[src/rtl/dmem_write_buffer.sv]
// dmem_write_buffer: posted-write buffer between the core data port and a
// variable-latency data memory. Stores are queued in a circular FIFO and
// drained in the background. A load is served from the newest matching
// queued store when there is one; otherwise the core stalls while the word
// is read from memory.
// Optional feature macro: WB_COALESCE_EN. When it is defined, a store to a
// word that is already queued overwrites that entry in place. The one
// exception is the head entry while its write is in flight.

module dmem_write_buffer #(
    parameter int DEPTH = 4
) (
    input  logic        clk,
    input  logic        reset,
    input  logic [31:0] cpu_addr,
    input  logic [31:0] cpu_wdata,
    input  logic        cpu_we,
    input  logic        cpu_re,
    output logic [31:0] cpu_rdata,
    output logic        cpu_stall,
    output logic        mem_req,
    output logic        mem_we,
    output logic [31:0] mem_addr,
    output logic [31:0] mem_wdata,
    input  logic        mem_ready,
    input  logic [31:0] mem_rdata
);
    localparam int          PW       = $clog2(DEPTH);
    localparam logic [PW:0] FULL_CNT = (PW+1)'(DEPTH);

    typedef enum logic [1:0] {IDLE, WRITE, READ} state_t;

    state_t        state;
    logic [29:0]   q_addr [DEPTH];
    logic [31:0]   q_data [DEPTH];
    logic [PW-1:0] head;
    logic [PW-1:0] tail;
    logic [PW:0]   count;

    logic          full;
    logic          empty;
    logic          match_any;
    logic [PW-1:0] match_idx;
    logic          coal;
    logic          push;
    logic          pop;
    logic          wr_en;
    logic [PW-1:0] wr_idx;
    logic [PW:0]   count_nxt;
    logic          miss;
    logic          rd_done;
    logic [PW-1:0] issue_idx;
    logic          bypass;
    logic [29:0]   issue_addr;
    logic [31:0]   issue_data;
    logic          issue_rd;
    logic          issue_wr;
    logic          go_idle;
    logic          unused_addr_lsb;

    // Accesses are word-sized, so the byte offset carries no information.
    assign unused_addr_lsb = ^cpu_addr[1:0];

    assign full  = (count == FULL_CNT);
    assign empty = (count == '0);

    // Scan the valid entries from oldest to newest; the last hit wins, so
    // the newest store to the word supplies the data.
    always_comb begin
        match_any = 1'b0;
        match_idx = head;
        for (int i = 0; i < DEPTH; i++) begin
            if (((PW+1)'(i) < count) && (q_addr[head + PW'(i)] == cpu_addr[31:2])) begin
                match_any = 1'b1;
                match_idx = head + PW'(i);
            end
        end
    end

`ifdef WB_COALESCE_EN
    // Merge into the newest match unless that entry is already on the bus.
    assign coal = cpu_we & match_any & ~((state == WRITE) & (match_idx == head));
`else
    assign coal = 1'b0;
`endif

    assign rd_done   = (state == READ) & mem_ready;
    assign miss      = cpu_re & ~match_any;
    assign push      = reset & cpu_we & ~full & ~coal;
    assign pop       = (state == WRITE) & mem_ready;
    assign wr_en     = push | (reset & coal);
    assign wr_idx    = coal ? match_idx : tail;
    assign count_nxt = count + (PW+1)'(push) - (PW+1)'(pop);

    assign cpu_stall = reset & ((cpu_we & full & ~coal) | (miss & ~rd_done));

    // Load data: forwarded entry on a hit, memory data on read completion.
    always_comb begin
        cpu_rdata = '0;
        if (reset && cpu_re) begin
            if (match_any) begin
                cpu_rdata = q_data[match_idx];
            end else if (rd_done) begin
                cpu_rdata = mem_rdata;
            end
        end
    end

    // Pick the entry issued at this edge. If the store of this same cycle
    // writes that slot, take the incoming store directly so the bus never
    // carries stale data.
    always_comb begin
        issue_idx  = (state == WRITE) ? head + PW'(1) : head;
        bypass     = wr_en & (wr_idx == issue_idx);
        issue_addr = bypass ? cpu_addr[31:2] : q_addr[issue_idx];
        issue_data = bypass ? cpu_wdata : q_data[issue_idx];
    end

    // Decide what the memory port does at this edge. A read miss wins only
    // at issue points, so an in-flight write always finishes first.
    always_comb begin
        issue_rd = 1'b0;
        issue_wr = 1'b0;
        go_idle  = 1'b0;
        case (state)
            IDLE: begin
                if (miss) begin
                    issue_rd = 1'b1;
                end else if (!empty) begin
                    issue_wr = 1'b1;
                end
            end
            WRITE: begin
                if (mem_ready) begin
                    if (miss) begin
                        issue_rd = 1'b1;
                    end else if (count_nxt != '0) begin
                        issue_wr = 1'b1;
                    end else begin
                        go_idle = 1'b1;
                    end
                end
            end
            READ: begin
                if (mem_ready) begin
                    if (count_nxt != '0) begin
                        issue_wr = 1'b1;
                    end else begin
                        go_idle = 1'b1;
                    end
                end
            end
            default: go_idle = 1'b1;
        endcase
    end

    // Queue storage; contents need no reset because count gates validity.
    always_ff @(posedge clk) begin
        if (wr_en) begin
            q_addr[wr_idx] <= cpu_addr[31:2];
            q_data[wr_idx] <= cpu_wdata;
        end
    end

    // FIFO pointers, controller state and the registered memory request.
    always_ff @(posedge clk or negedge reset) begin
        if (!reset) begin
            state     <= IDLE;
            head      <= '0;
            tail      <= '0;
            count     <= '0;
            mem_req   <= 1'b0;
            mem_we    <= 1'b0;
            mem_addr  <= '0;
            mem_wdata <= '0;
        end else begin
            count <= count_nxt;
            if (push) begin
                tail <= tail + PW'(1);
            end
            if (pop) begin
                head <= head + PW'(1);
            end
            if (issue_rd) begin
                state    <= READ;
                mem_req  <= 1'b1;
                mem_we   <= 1'b0;
                mem_addr <= {cpu_addr[31:2], 2'b00};
            end else if (issue_wr) begin
                state     <= WRITE;
                mem_req   <= 1'b1;
                mem_we    <= 1'b1;
                mem_addr  <= {issue_addr, 2'b00};
                mem_wdata <= issue_data;
            end else if (go_idle) begin
                state   <= IDLE;
                mem_req <= 1'b0;
                mem_we  <= 1'b0;
            end
        end
    end

endmodule

[config.mk]
export PLATFORM = sky130hd
export DESIGN_NAME = dmem_write_buffer
export DESIGN_NICKNAME = d
export VERILOG_FILES = /design/src/rtl/dmem_write_buffer.sv
export SDC_FILE = /design/constraint.sdc
export NUM_CORES = 1
export LEC_CHECK = 0
export ABC_CLOCK_PERIOD_IN_PS = 7400
export BUFFER_PORTS_ARGS = -buffer_cell sky130_fd_sc_hd__buf_2
export CORE_MARGIN = 4
export CORE_UTILIZATION = 55
export CTS_CLUSTER_DIAMETER = 150
export DETAILED_ROUTE_END_ITERATION = 16
export HOLD_SLACK_MARGIN = 0.12
export PLACE_DENSITY = 0.72
export SKIP_CTS_REPAIR_TIMING = 1
export SLEW_MARGIN = 20
export SYNTH_ARGS = -nofsm -noshare
export SYNTH_HDL_FRONTEND = slang
export SYNTH_SLANG_ARGS = --single-unit
[constraint.sdc]
create_clock -name clk -period 7.4 [get_ports clk]
set_input_delay 1.48 -clock clk [delete_from_list [all_inputs] [get_ports clk]]
set_output_delay 1.48 -clock clk [all_outputs]
set_load 0.01 [all_outputs]
==> results of run 1 <==
## power by group through the flow
stage	Combinational, mW	Sequential, mW	Clock (mW)
2_1_floorplan	3.59	2.60	0
3_3_place_gp	4.64	2.63	0
3_5_place_dp	4.68	2.66	0
4_1_cts	4.71	2.62	1.77
5_1_grt	5.03	2.67	1.86
6_report	4.67	2.62	1.75
## flip-flops by register name (all words and copies together) (netlist names)
register,flops
q_addr,120
q_data,128
tail,2
state,2
mem_req,1
head,2
count,3
mem_addr,30
mem_wdata,32
## worst max-delay path, stage by stage (launching register included)
cell and delay (ns):
dfrtp_4 0.93, mux4_1 0.67, xnor2_1 0.39, nand4_1 0.23
a2111oi_1 0.51, o2111a_1 0.33, nand2_1 0.07, and4_4 0.41
o21ai_4 0.91, a222oi_1 0.39, buf_2 0.25
## cells by family after synthesis
logic type / synth area share [%]
buffers and inverters: 4.56
AO/OA/AOI/OAI: 6.77
XOR/XNOR: 5.97
multiplexers: 26.4
adder cells (fa/ha/maj): 0.896
flip-flops: 48.7
other: 0.0197
AND/OR/NAND/NOR: 6.67
## synth_stat cells (4+ instances only)
master	instances	share of area, %
a21boi_1	31	1.2
a21oi_1	11	0.29
a222oi_1	32	1.7
a22oi_1	5	0.20
and2_1	9	0.30
and3_1	33	1.1
buf_1	9	0.18
buf_2	21	0.55
buf_4	13	0.51
buf_6	28	1.7
clkbuf_1	46	0.91
dfrtp_1	72	9.5
edfxtp_1	248	39
ha_1	12	0.79
inv_1	19	0.38
mux2_1	45	2.7
mux2_2	58	3.4
mux2i_1	150	7.9
mux4_1	6	0.83
mux4_2	97	12
nand2_1	150	3.0
nand3_1	4	0.11
nand4_1	15	0.49
nor2_1	10	0.20
nor3_1	15	0.40
nor4_1	7	0.23
o21ai_0	15	0.40
o21ai_1	27	0.71
o221ai_1	5	0.23
o22ai_1	8	0.26
o2bb2ai_1	4	0.18
xnor2_1	107	4.9
xor2_1	17	0.78
## how the worst max path moves through the flow
stage,from,endpoint,slack [ns],cells past startpoint
global route,head[0]$_DFFE_PN0P_,cpu_rdata[20],0.03,10
floorplan,cpu_addr[9],cpu_rdata[0],1.60,12
CTS,head[0]$_DFFE_PN0P_,cpu_rdata[20],0.30,10
global placement,cpu_addr[9],cpu_rdata[20],0.68,10
detailed placement,cpu_addr[9],cpu_rdata[20],0.63,10
finish,head[0]$_DFFE_PN0P_,cpu_rdata[20],0.25,10
## layer usage
layer	wire [um]	global-route usage (%)	vias up
li1	-	-	5666
met1	20900	36.4	6563
met2	25300	44.9	589
met3	4090	5.40	109
met4	1580	8.20	6
met5	41	0	-
## final cells by class
class | count | area (um^2) | area share (%)
sequential | 320 | 9260 | 43.6
clock inverter | 14 | 161 | 0.761
tap | 448 | 561 | 2.64
antenna | 2 | 5.00 | 0.0236
inverter | 19 | 71.3 | 0.336
clock buffer | 50 | 973 | 4.59
multi-input combinational | 932 | 8940 | 42.1
timing repair buffer | 225 | 1240 | 5.85
## through the flow
stage	cells	worst slack [ns]	area (um^2)
after global routing	2009	0.0346	21200
final	2010	0.250	21200
after global placement	1944	0.680	20100
after floorplan	1392	1.60	19000
after detailed placement	1944	0.626	20100
after CTS	2008	0.296	21200
## cell usage in the layout, fill, tap and decap left out, types with 4 or more instances in the layout
cell	Yosys	final
nor3_1	15	15
and3_1	33	33
clkinv_2	0	4
mux4_2	97	97
buf_4	13	28
dfrtp_1	72	70
mux2_2	58	58
o22ai_1	8	8
o2bb2ai_1	4	4
a222oi_1	32	32
nand2_1	150	150
mux2i_1	150	149
mux2_1	45	45
o21ai_1	27	26
nand4_1	15	15
ha_1	12	12
xor2_1	17	17
a21oi_1	11	11
xnor2_1	107	107
mux4_1	6	6
o221ai_1	5	5
inv_1	19	19
o21ai_0	15	15
edfxtp_1	248	248
clkbuf_1	46	12
clkbuf_16	0	36
nor2_1	10	9
and2_1	9	5
a22oi_1	5	5
and2_2	0	4
buf_2	21	194
nor4_1	7	7
nand3_1	4	4
a21boi_1	31	31
==> results.md, run 1 <==
- Clock sink count: 320
- DR pass1 iterations: 5
- IO Port Bufs: between 150 and 200
- CTS clk-pin slew, worst paths: 0.06 ns
- Worst Hold End: mem_req$_DFFE_PN0P_
- Seq cells post-synth: 320
- Final Routed Wirelength: ~52,000 um
- Ys flop type: edfxtp_1
- Sw Share: a little under two fifths
- Max Clock Skew: 0.0163 ns
- Critical Path Sink Type: output pin
- Min-delay src: mem_req$_DFFE_PN0P_
- Initial core utilization: between 50% and 60%
- Post-Syn Area per Cell: 13.7 um^2
- Final min period: between 7 and 8 ns
- Asr flop ratio synth: 22.5%
- Total GRT Usage: 27.0%
- Post-DP HPWL: around 34,000 um
- Remaining DRCs: 0
- Combinational group share of total power: 51.7%
- Crit path arrival time: 5.67 ns
- Synthesis Warnings: 0
- Syn Inst Count: roughly 1.4k
- Final-report max-slew violation count: 0
- Ports: 200
- HP Class: register to register
- DIE WIDTH: 194 um
- Vias in the first global route: 13.3k
- Netlist Area Pre-Place: 19,000 um^2
- CTS tree: done
- Initial antenna violation count: 5
- FP Rows: 67
- Slew @ Worst Pin: 1.10 ns
- Peak fanout along the critical path: 44
- Slew headroom: a little over a quarter
- Worst r2r src: head[0]$_DFFE_PN0P_
- Min Hold Slack: around 0.48 ns
- Distinct cell type count after synthesis: 77
- Worst setup SP type: register
- P_sw: 3.43 mW
- Setup violations, final: 0
- Die ar.: 37,600 um^2
- Final net count: 1,648
- Worst reg2reg path depth: 10
- Setup TNS: 0 ns
- Core region area: 33,800 um^2
- Int Pwr: 5.61 mW
- Tcrit/Tclk final: between 90% and 100%
- Sequential Power Share: 29.0%
- RePlAce Congestion: approximately 0.94
- Largest net degree at the start of global routing: 65
- Sequential area share after synthesis: 48.7%
- Required time of the critical path: 5.92 ns
- Die Ht: 194 um
- Leakage Power: 8.06 nW
- Fmax: 0.140 GHz
- Clock buffer depth: 3
- EDFF count, synth: 248
- Share of layout cells above drive strength 1: 29.2%
- P per Cell Area: 426 nW/um^2
- Clock root cell: clkbuf_16
- Reg2reg setup slack: ~2 ns
- Final Total Pwr: roughly 9 mW
- Reg-to-reg endpoint: mem_wdata[30]$_DFFE_PN0P_
- Worst Hold Depth: 1
- Initial DRC count: 1,220
- Final design utilization: 62.8%
- Power share of the clock group: 19.3%
- Skew-Pair Late Insertion Delay: 0.52 ns
- First-pass GRT wire length: 79,900 um
- Area delta synth->final: 11.6%
- Via Count: ~13k
- Fin. Hold Viols: 0
- Worst IR Drop VDD: a little over 0.0003 V
- Post-DR wirelength/cell: 25.8 um
- CTS Buf Count: 36
- Setup CP Type: register to output pin
- Max-cap viol count: 0
- H-tree depth: 2
- Status: complete, no violations
- Filler Cell Count: 2,582
- GR Overflow Total: 0
- Post-route ant nets: 0
- Via-to-Cell Ratio: 6.43
- RSZ-0062 raised after global routing: false
(Power assumes the default switching activity.)
==> inputs of run 2 (changes only) <==
==> constraint.sdc (replaced) <==
create_clock -name clk -period 7.4 [get_ports clk]
set_input_delay 1.85 -clock clk [delete_from_list [all_inputs] [get_ports clk]]
set_output_delay 1.85 -clock clk [all_outputs]
set_load 0.01 [all_outputs]
==> run 2 against run 1 <==
Clock skew down 0.0019 ns. Non-clock buffer count is 29 higher. Global-route usage increased by 0.20 points. Sequential cell count unchanged. Utilization increased by 1.2 points. Critical endpoint is now cpu_rdata[2]. Highest routed layer unchanged.
==> results.md, run 2 (same netlist as run 1, synthesis figures left out) <==
- Largest registers: q_data x128, q_addr x120, mem_wdata x32 (unchanged)
- P per Cell Area: 430 nW/um^2 (was 426 nW/um^2)
- Final design utilization: 64.0% (was 62.8%)
- CTS Buf Count: 36 (unchanged)
- Final min period: 7.19 ns (was 7.15 ns)
- Via-to-Cell Ratio: 6.40 (was 6.43)
- Worst r2r src: head[0]$_DFFE_PN0P_ (unchanged)
- Clock sink count: 320 (unchanged)
- Post-DP HPWL: 34,800 um (was 33,900 um)
- FP Rows: 67 (unchanged)
- Core region area: 33,800 um^2 (unchanged)
- IO Port Bufs: 195 (unchanged)
- Vias in the first global route: 13.4k (was 13.3k)
- H-tree depth: 2 (unchanged)
- Setup CP Type: input port to output pin (was register to output pin)
- Status: complete, no violations (unchanged)
- Max-cap viol count: 0 (unchanged)
- Die ar.: 37,600 um^2 (unchanged)
- Most common cell after layout, fill and taps aside: edfxtp_1 (unchanged)
- RSZ-0062 raised after global routing: false (unchanged)
- Area delta synth->final: 13.8% (was 11.6%)
- Worst IR Drop VDD: 0.000352 V (was 0.000311 V)
- HP Class: register to register (unchanged)
- Crit path arrival time: 5.34 ns (was 5.67 ns)
- P_sw: 3.49 mW (was 3.43 mW)
- CTS tree: done (unchanged)
- Worst Hold End: mem_wdata[3]$_DFFE_PN0P_ (was mem_req$_DFFE_PN0P_)
- Combinational group share of total power: 51.5% (was 51.7%)
- Most flop-heavy register: q_data (unchanged)
- Final-report max-slew violation count: 0 (unchanged)
- Remaining DRCs: 0 (unchanged)
- Slew headroom: 28.6% (was 26.8%)
- Initial core utilization: 56.2% (unchanged)
- Largest net degree at the start of global routing: 65 (unchanged)
- Ports: 200 (unchanged)
- Clock buffer depth: 3 (unchanged)
- Sequential Power Share: 28.0% (was 29.0%)
- Final instance area: 21,600 um^2 (was 21,200 um^2)
- Via Count: 13.1k (was 12.9k)
- Share of layout cells above drive strength 1: 31.0% (was 29.2%)
- Post-route ant nets: 0 (unchanged)
- Die Ht: 194 um (unchanged)
- Reg2reg setup slack: 2.26 ns (was 2.01 ns)
- Post-DR wirelength/cell: 25.7 um (was 25.8 um)
- Commonest non-fill, non-tap cells in the layout: edfxtp_1 (248), buf_2 (194), nand2_1 (150), mux2i_1 (149), xnor2_1 (107) (unchanged)
- Int Pwr: 5.80 mW (was 5.61 mW)
- Min-delay src: mem_wdata[3]$_DFFE_PN0P_ (was mem_req$_DFFE_PN0P_)
- Peak fanout along the critical path: 17 (was 44)
- RePlAce Congestion: 0.951 (was 0.943)
- Worst reg2reg path depth: 12 (was 10)
- Setup TNS: 0 ns (unchanged)
- Initial antenna violation count: 7 (was 5)
- Total GRT Usage: 27.2% (was 27.0%)
- Setup violations, final: 0 (unchanged)
- Fin. Hold Viols: 0 (unchanged)
- Placed Area: 20,300 um^2 (was 20,100 um^2)
- First-pass GRT wire length: 80,200 um (was 79,900 um)
- CTS clk-pin slew, worst paths: 0.06 ns (about the same)
- Initial DRC count: 1,118 (was 1,220)
- Worst Hold Depth: 1 (unchanged)
- Fmax: 0.139 GHz (was 0.140 GHz)
- Leakage Power: 8.30 nW (was 8.06 nW)
- Power share of the clock group: 20.5% (was 19.3%)
- Max reg flops: 128 (unchanged)
- Clock root cell: clkbuf_16 (unchanged)
- Max Clock Skew: 0.0144 ns (was 0.0163 ns)
- DR pass1 iterations: 6 (was 5)
- Tcrit/Tclk final: 97.2% (was 96.6%)
- Final Routed Wirelength: 52,600 um (was 51,900 um)
- Skew-Pair Late Insertion Delay: 0.54 ns (was 0.52 ns)
- Worst setup SP type: input port (was register)
- DIE WIDTH: 194 um (unchanged)
- Slew @ Worst Pin: 1.07 ns (was 1.10 ns)
- Required time of the critical path: 5.55 ns (was 5.92 ns)
- Sw Share: 37.6% (was 37.9%)
- Reg-to-reg endpoint: mem_addr[29]$_DFFE_PN0P_ (was mem_wdata[30]$_DFFE_PN0P_)
- GR Overflow Total: 0 (unchanged)
- Critical Path Sink Type: output pin (unchanged)
- Final net count: 1,677 (was 1,648)
-- run 2: layer usage --
layer	wire, um	vias up	track usage, %	share of wire, %
met5	50	-	0	0.095
met4	1380	8	7.84	2.6
met3	4510	101	5.46	8.6
met2	26200	615	45.9	50
met1	20500	6613	36.2	39
li1	-	5728	-	-
-- run 2: layout make-up --
type | count | area [um^2]
fillers | 2529 | 12200
clock buffers | 46 | 980
repair buffers | 254 | 1520
clock inverters | 20 | 280
diodes | 3 | 7.51
well taps | 448 | 561
multi-input cells | 932 | 8940
inverters | 19 | 71.3
flip-flops and latches | 320 | 9260
-- run 2: worst max path at each step --
stage                         end  cells past startpoint                 from  slack, ns
floorplan            cpu_rdata[0]                     12          cpu_addr[9]       0.86
global placement     cpu_rdata[7]                     12         cpu_addr[31]       0.12
detailed placement  cpu_rdata[10]                     12         cpu_addr[31]       0.08
CTS                 cpu_rdata[10]                     12  head[0]$_DFFE_PN0P_      -0.03
global route         cpu_rdata[2]                     13  head[1]$_DFFE_PN0P_       0.03
finish               cpu_rdata[2]                     12         cpu_addr[31]       0.21
-- run 2: stage by stage --
stage               std cells  power [mW]  hold WS (ns)  worst slack, ns
floorplan                1392        6.19         0.518            0.857
global placement         1972        7.32         0.463            0.121
detailed placement       1972        7.40         0.469           0.0799
CTS                      2038        9.34         0.485          -0.0290
global route             2041        9.80         0.497           0.0252
finish                   2042        9.29         0.481            0.207
-- run 2: power by group through the flow --
stage | Clock [mW] | Combinational (mW) | Sequential (mW)
floorplan | 0 | 3.59 | 2.60
global placement | 0 | 4.69 | 2.63
detailed placement | 0 | 4.75 | 2.65
CTS | 1.94 | 4.78 | 2.62
global route | 2.01 | 5.15 | 2.64
finish | 1.91 | 4.78 | 2.60
-- run 2: worst max-delay path, stage by stage --
cell	delay, ns
buf_2	0.11
xnor2_1	0.19
or4_4	0.56
a2111oi_2	0.30
or4b_4	0.54
o2bb2ai_1	0.22
mux2_2	0.23
xor2_1	0.29
nor2_4	0.19
buf_4	0.21
a222oi_1	0.41
buf_2	0.21
==> inputs of run 3 (changes only) <==
- REMOVE_ABC_BUFFERS: default -> 1
==> run 3 against run 2 <==
Critical path depth stayed put. Setup slack got worse by 0.039 ns. Utilization shrank 0.75 points. Fmax shrank 0.54%. Sequential cell count stayed put. Largest cell class unchanged.
==> results.md, run 3 (same netlist as run 1, synthesis figures left out) <==
- Worst Hold End: mem_req$_DFFE_PN0P_ (was mem_wdata[3]$_DFFE_PN0P_)
- Filler Cell Count: 2,631 (was 2,529)
- Total GRT Usage: 26.1% (was 27.2%)
- Combinational group share of total power: 52.2% (was 51.5%)
- DIE WIDTH: 194 um (unchanged)
- Reg-to-reg endpoint: mem_addr[6]$_DFFE_PN0P_ (was mem_addr[29]$_DFFE_PN0P_)
- Register area: 9260 um^2 (unchanged)
- Leakage Power: 8.15 nW (was 8.30 nW)
- Tcrit/Tclk final: 97.7% (was 97.2%)
- Final instance area: 21,400 um^2 (was 21,600 um^2)
- Fmax: 0.138 GHz (was 0.139 GHz)
- Setup TNS: 0 ns (unchanged)
- H-tree depth: 2 (unchanged)
- Via Count: 12.7k (was 13.1k)
- Initial DRC count: 1,125 (was 1,118)
- Sw Share: 37.7% (was 37.6%)
- Placed Area: 20,200 um^2 (was 20,300 um^2)
- Area delta synth->final: 12.5% (was 13.8%)
- P_sw: 3.39 mW (was 3.49 mW)
- CTS clk-pin slew, worst paths: 0.05 ns (was 0.06 ns)
- Remaining DRCs: 0 (unchanged)
- Die Ht: 194 um (unchanged)
- Setup violations, final: 0 (unchanged)
- Vias in the first global route: 13.1k (was 13.4k)
- Worst IR Drop VDD: 0.000376 V (was 0.000352 V)
- First-pass GRT wire length: 77,500 um (was 80,200 um)
- Post-DR wirelength/cell: 24.9 um (was 25.7 um)
- Slew @ Worst Pin: 1.09 ns (was 1.07 ns)
- Worst setup SP type: input port (unchanged)
- Required time of the critical path: 5.55 ns (about the same)
- Status: complete, no violations (unchanged)
- Worst reg2reg path depth: 13 (was 12)
- Most flop-heavy register: q_data (unchanged)
- Initial antenna violation count: 5 (was 7)
- Largest net degree at the start of global routing: 65 (unchanged)
- Clock root cell: clkbuf_16 (unchanged)
- Sequential Power Share: 28.7% (was 28.0%)
- Fin. Hold Viols: 0 (unchanged)
- Most common cell after layout, fill and taps aside: edfxtp_1 (unchanged)
- Commonest non-fill, non-tap cells in the layout: edfxtp_1 (248), buf_2 (194), nand2_1 (150), mux2i_1 (149), xnor2_1 (107) (unchanged)
- Clock buffer depth: 3 (unchanged)
- HP Class: register to register (unchanged)
- CTS Buf Count: 37 (was 36)
- RSZ-0062 raised after global routing: false (unchanged)
- Post-route ant nets: 0 (unchanged)
- Post-DP HPWL: 32,900 um (was 34,800 um)
- Largest registers: q_data x128, q_addr x120, mem_wdata x32 (unchanged)
- Final net count: 1,664 (was 1,677)
- Skew-Pair Late Insertion Delay: 0.53 ns (was 0.54 ns)
- Power share of the clock group: 19.1% (was 20.5%)
- Critical Path Sink Type: output pin (unchanged)
- Reg2reg setup slack: 1.78 ns (was 2.26 ns)
- DR pass1 iterations: 6 (unchanged)
- RePlAce Congestion: 0.926 (was 0.951)
- Peak fanout along the critical path: 19 (was 17)
- Final min period: 7.23 ns (was 7.19 ns)
- Multi-input gate area: 8940 um^2 (about the same)
- Setup CP Type: input port to output pin (unchanged)
- Max-cap viol count: 0 (unchanged)
- Via-to-Cell Ratio: 6.26 (was 6.40)
- Worst Hold Depth: 1 (unchanged)
- Min-delay src: mem_req$_DFFE_PN0P_ (was mem_wdata[3]$_DFFE_PN0P_)
- Clock sink count: 320 (unchanged)
- Worst r2r src: head[1]$_DFFE_PN0P_ (was head[0]$_DFFE_PN0P_)
- Int Pwr: 5.60 mW (was 5.80 mW)
- IO Port Bufs: 195 (unchanged)
- Final design utilization: 63.2% (was 64.0%)
- Max reg flops: 128 (unchanged)
- Die ar.: 37,600 um^2 (unchanged)
- Final-report max-slew violation count: 0 (unchanged)
- Slew headroom: 25.5% (was 28.6%)
- CTS tree: done (unchanged)
- Share of layout cells above drive strength 1: 29.8% (was 31.0%)
- Ports: 200 (unchanged)
- Core region area: 33,800 um^2 (unchanged)
- Max Clock Skew: 0.0185 ns (was 0.0144 ns)
- Crit path arrival time: 5.38 ns (was 5.34 ns)
- GR Overflow Total: 0 (unchanged)
- Initial core utilization: 56.2% (unchanged)
- P per Cell Area: 421 nW/um^2 (was 430 nW/um^2)
- FP Rows: 67 (unchanged)
- Final Routed Wirelength: 50,400 um (was 52,600 um)
- Crit path from: cpu_addr[31] (unchanged)
[run 3: cell count changes in the layout (fill, tap and decap cells not counted), sizes merged]
cell and change:
buf -15, clkbuf +8, bufinv -5, and2 +1, clkinv -1, clkinvlp -1
diode -1
[run 3: how the worst max path moves through the flow]
stage / slack (ns) / end
2_1_floorplan: -2.43 / cpu_rdata[0]
3_3_place_gp: 0.18 / cpu_rdata[29]
3_5_place_dp: 0.18 / cpu_rdata[31]
4_1_cts: 0.11 / cpu_rdata[31]
5_1_grt: 0.03 / cpu_rdata[7]
6_report: 0.17 / cpu_rdata[31]
[run 3: layout make-up]
| cell class | instances | area share, % |
|---|---|---|
| clock buffer | 54 | 4.73 |
| multi-input combinational | 933 | 41.8 |
| inverter | 19 | 0.334 |
| timing repair buffer | 239 | 6.54 |
| clock inverter | 13 | 0.568 |
| sequential | 320 | 43.3 |
| tap | 448 | 2.62 |
| antenna | 2 | 0.0234 |
[run 3: power by group through the flow]
stage                     Clock (mW)  Sequential, mW  Combinational, mW
final                           1.72            2.58               4.69
after global routing            1.84            2.62               5.07
after CTS                       1.75            2.60               4.67
after detailed placement           0            2.63               4.65
after global placement             0            2.61               4.60
after floorplan                    0            2.81               3.40
[run 3: critical path, stage by stage]
cell       delay, ns
buf_2           0.12
xnor2_1         0.17
or4_4           0.56
a2111oi_2       0.30
or4b_4          0.55
o2bb2ai_1       0.25
mux2_2          0.24
xor2_1          0.11
nor2_2          0.66
buf_12          0.25
a222oi_1        0.13
buf_2           0.17
[run 3: layer usage]
layer,track usage (%),vias up,part of all wire (%)
li1,-,5701,-
met1,35.0,6380,40
met2,44.8,533,50
met3,4.95,81,7.5
met4,6.25,6,2.3
met5,0,-,0.077
[run 3: stage by stage]
stage,hold WS [ns],setup WS [ns],cells,total power [mW]
after global routing,0.494,0.0273,2028,9.53
after CTS,0.478,0.112,2024,9.02
final,0.473,0.168,2028,8.99
after floorplan,0.518,-2.43,1271,6.21
after global placement,0.460,0.182,1957,7.21
after detailed placement,0.466,0.177,1957,7.28
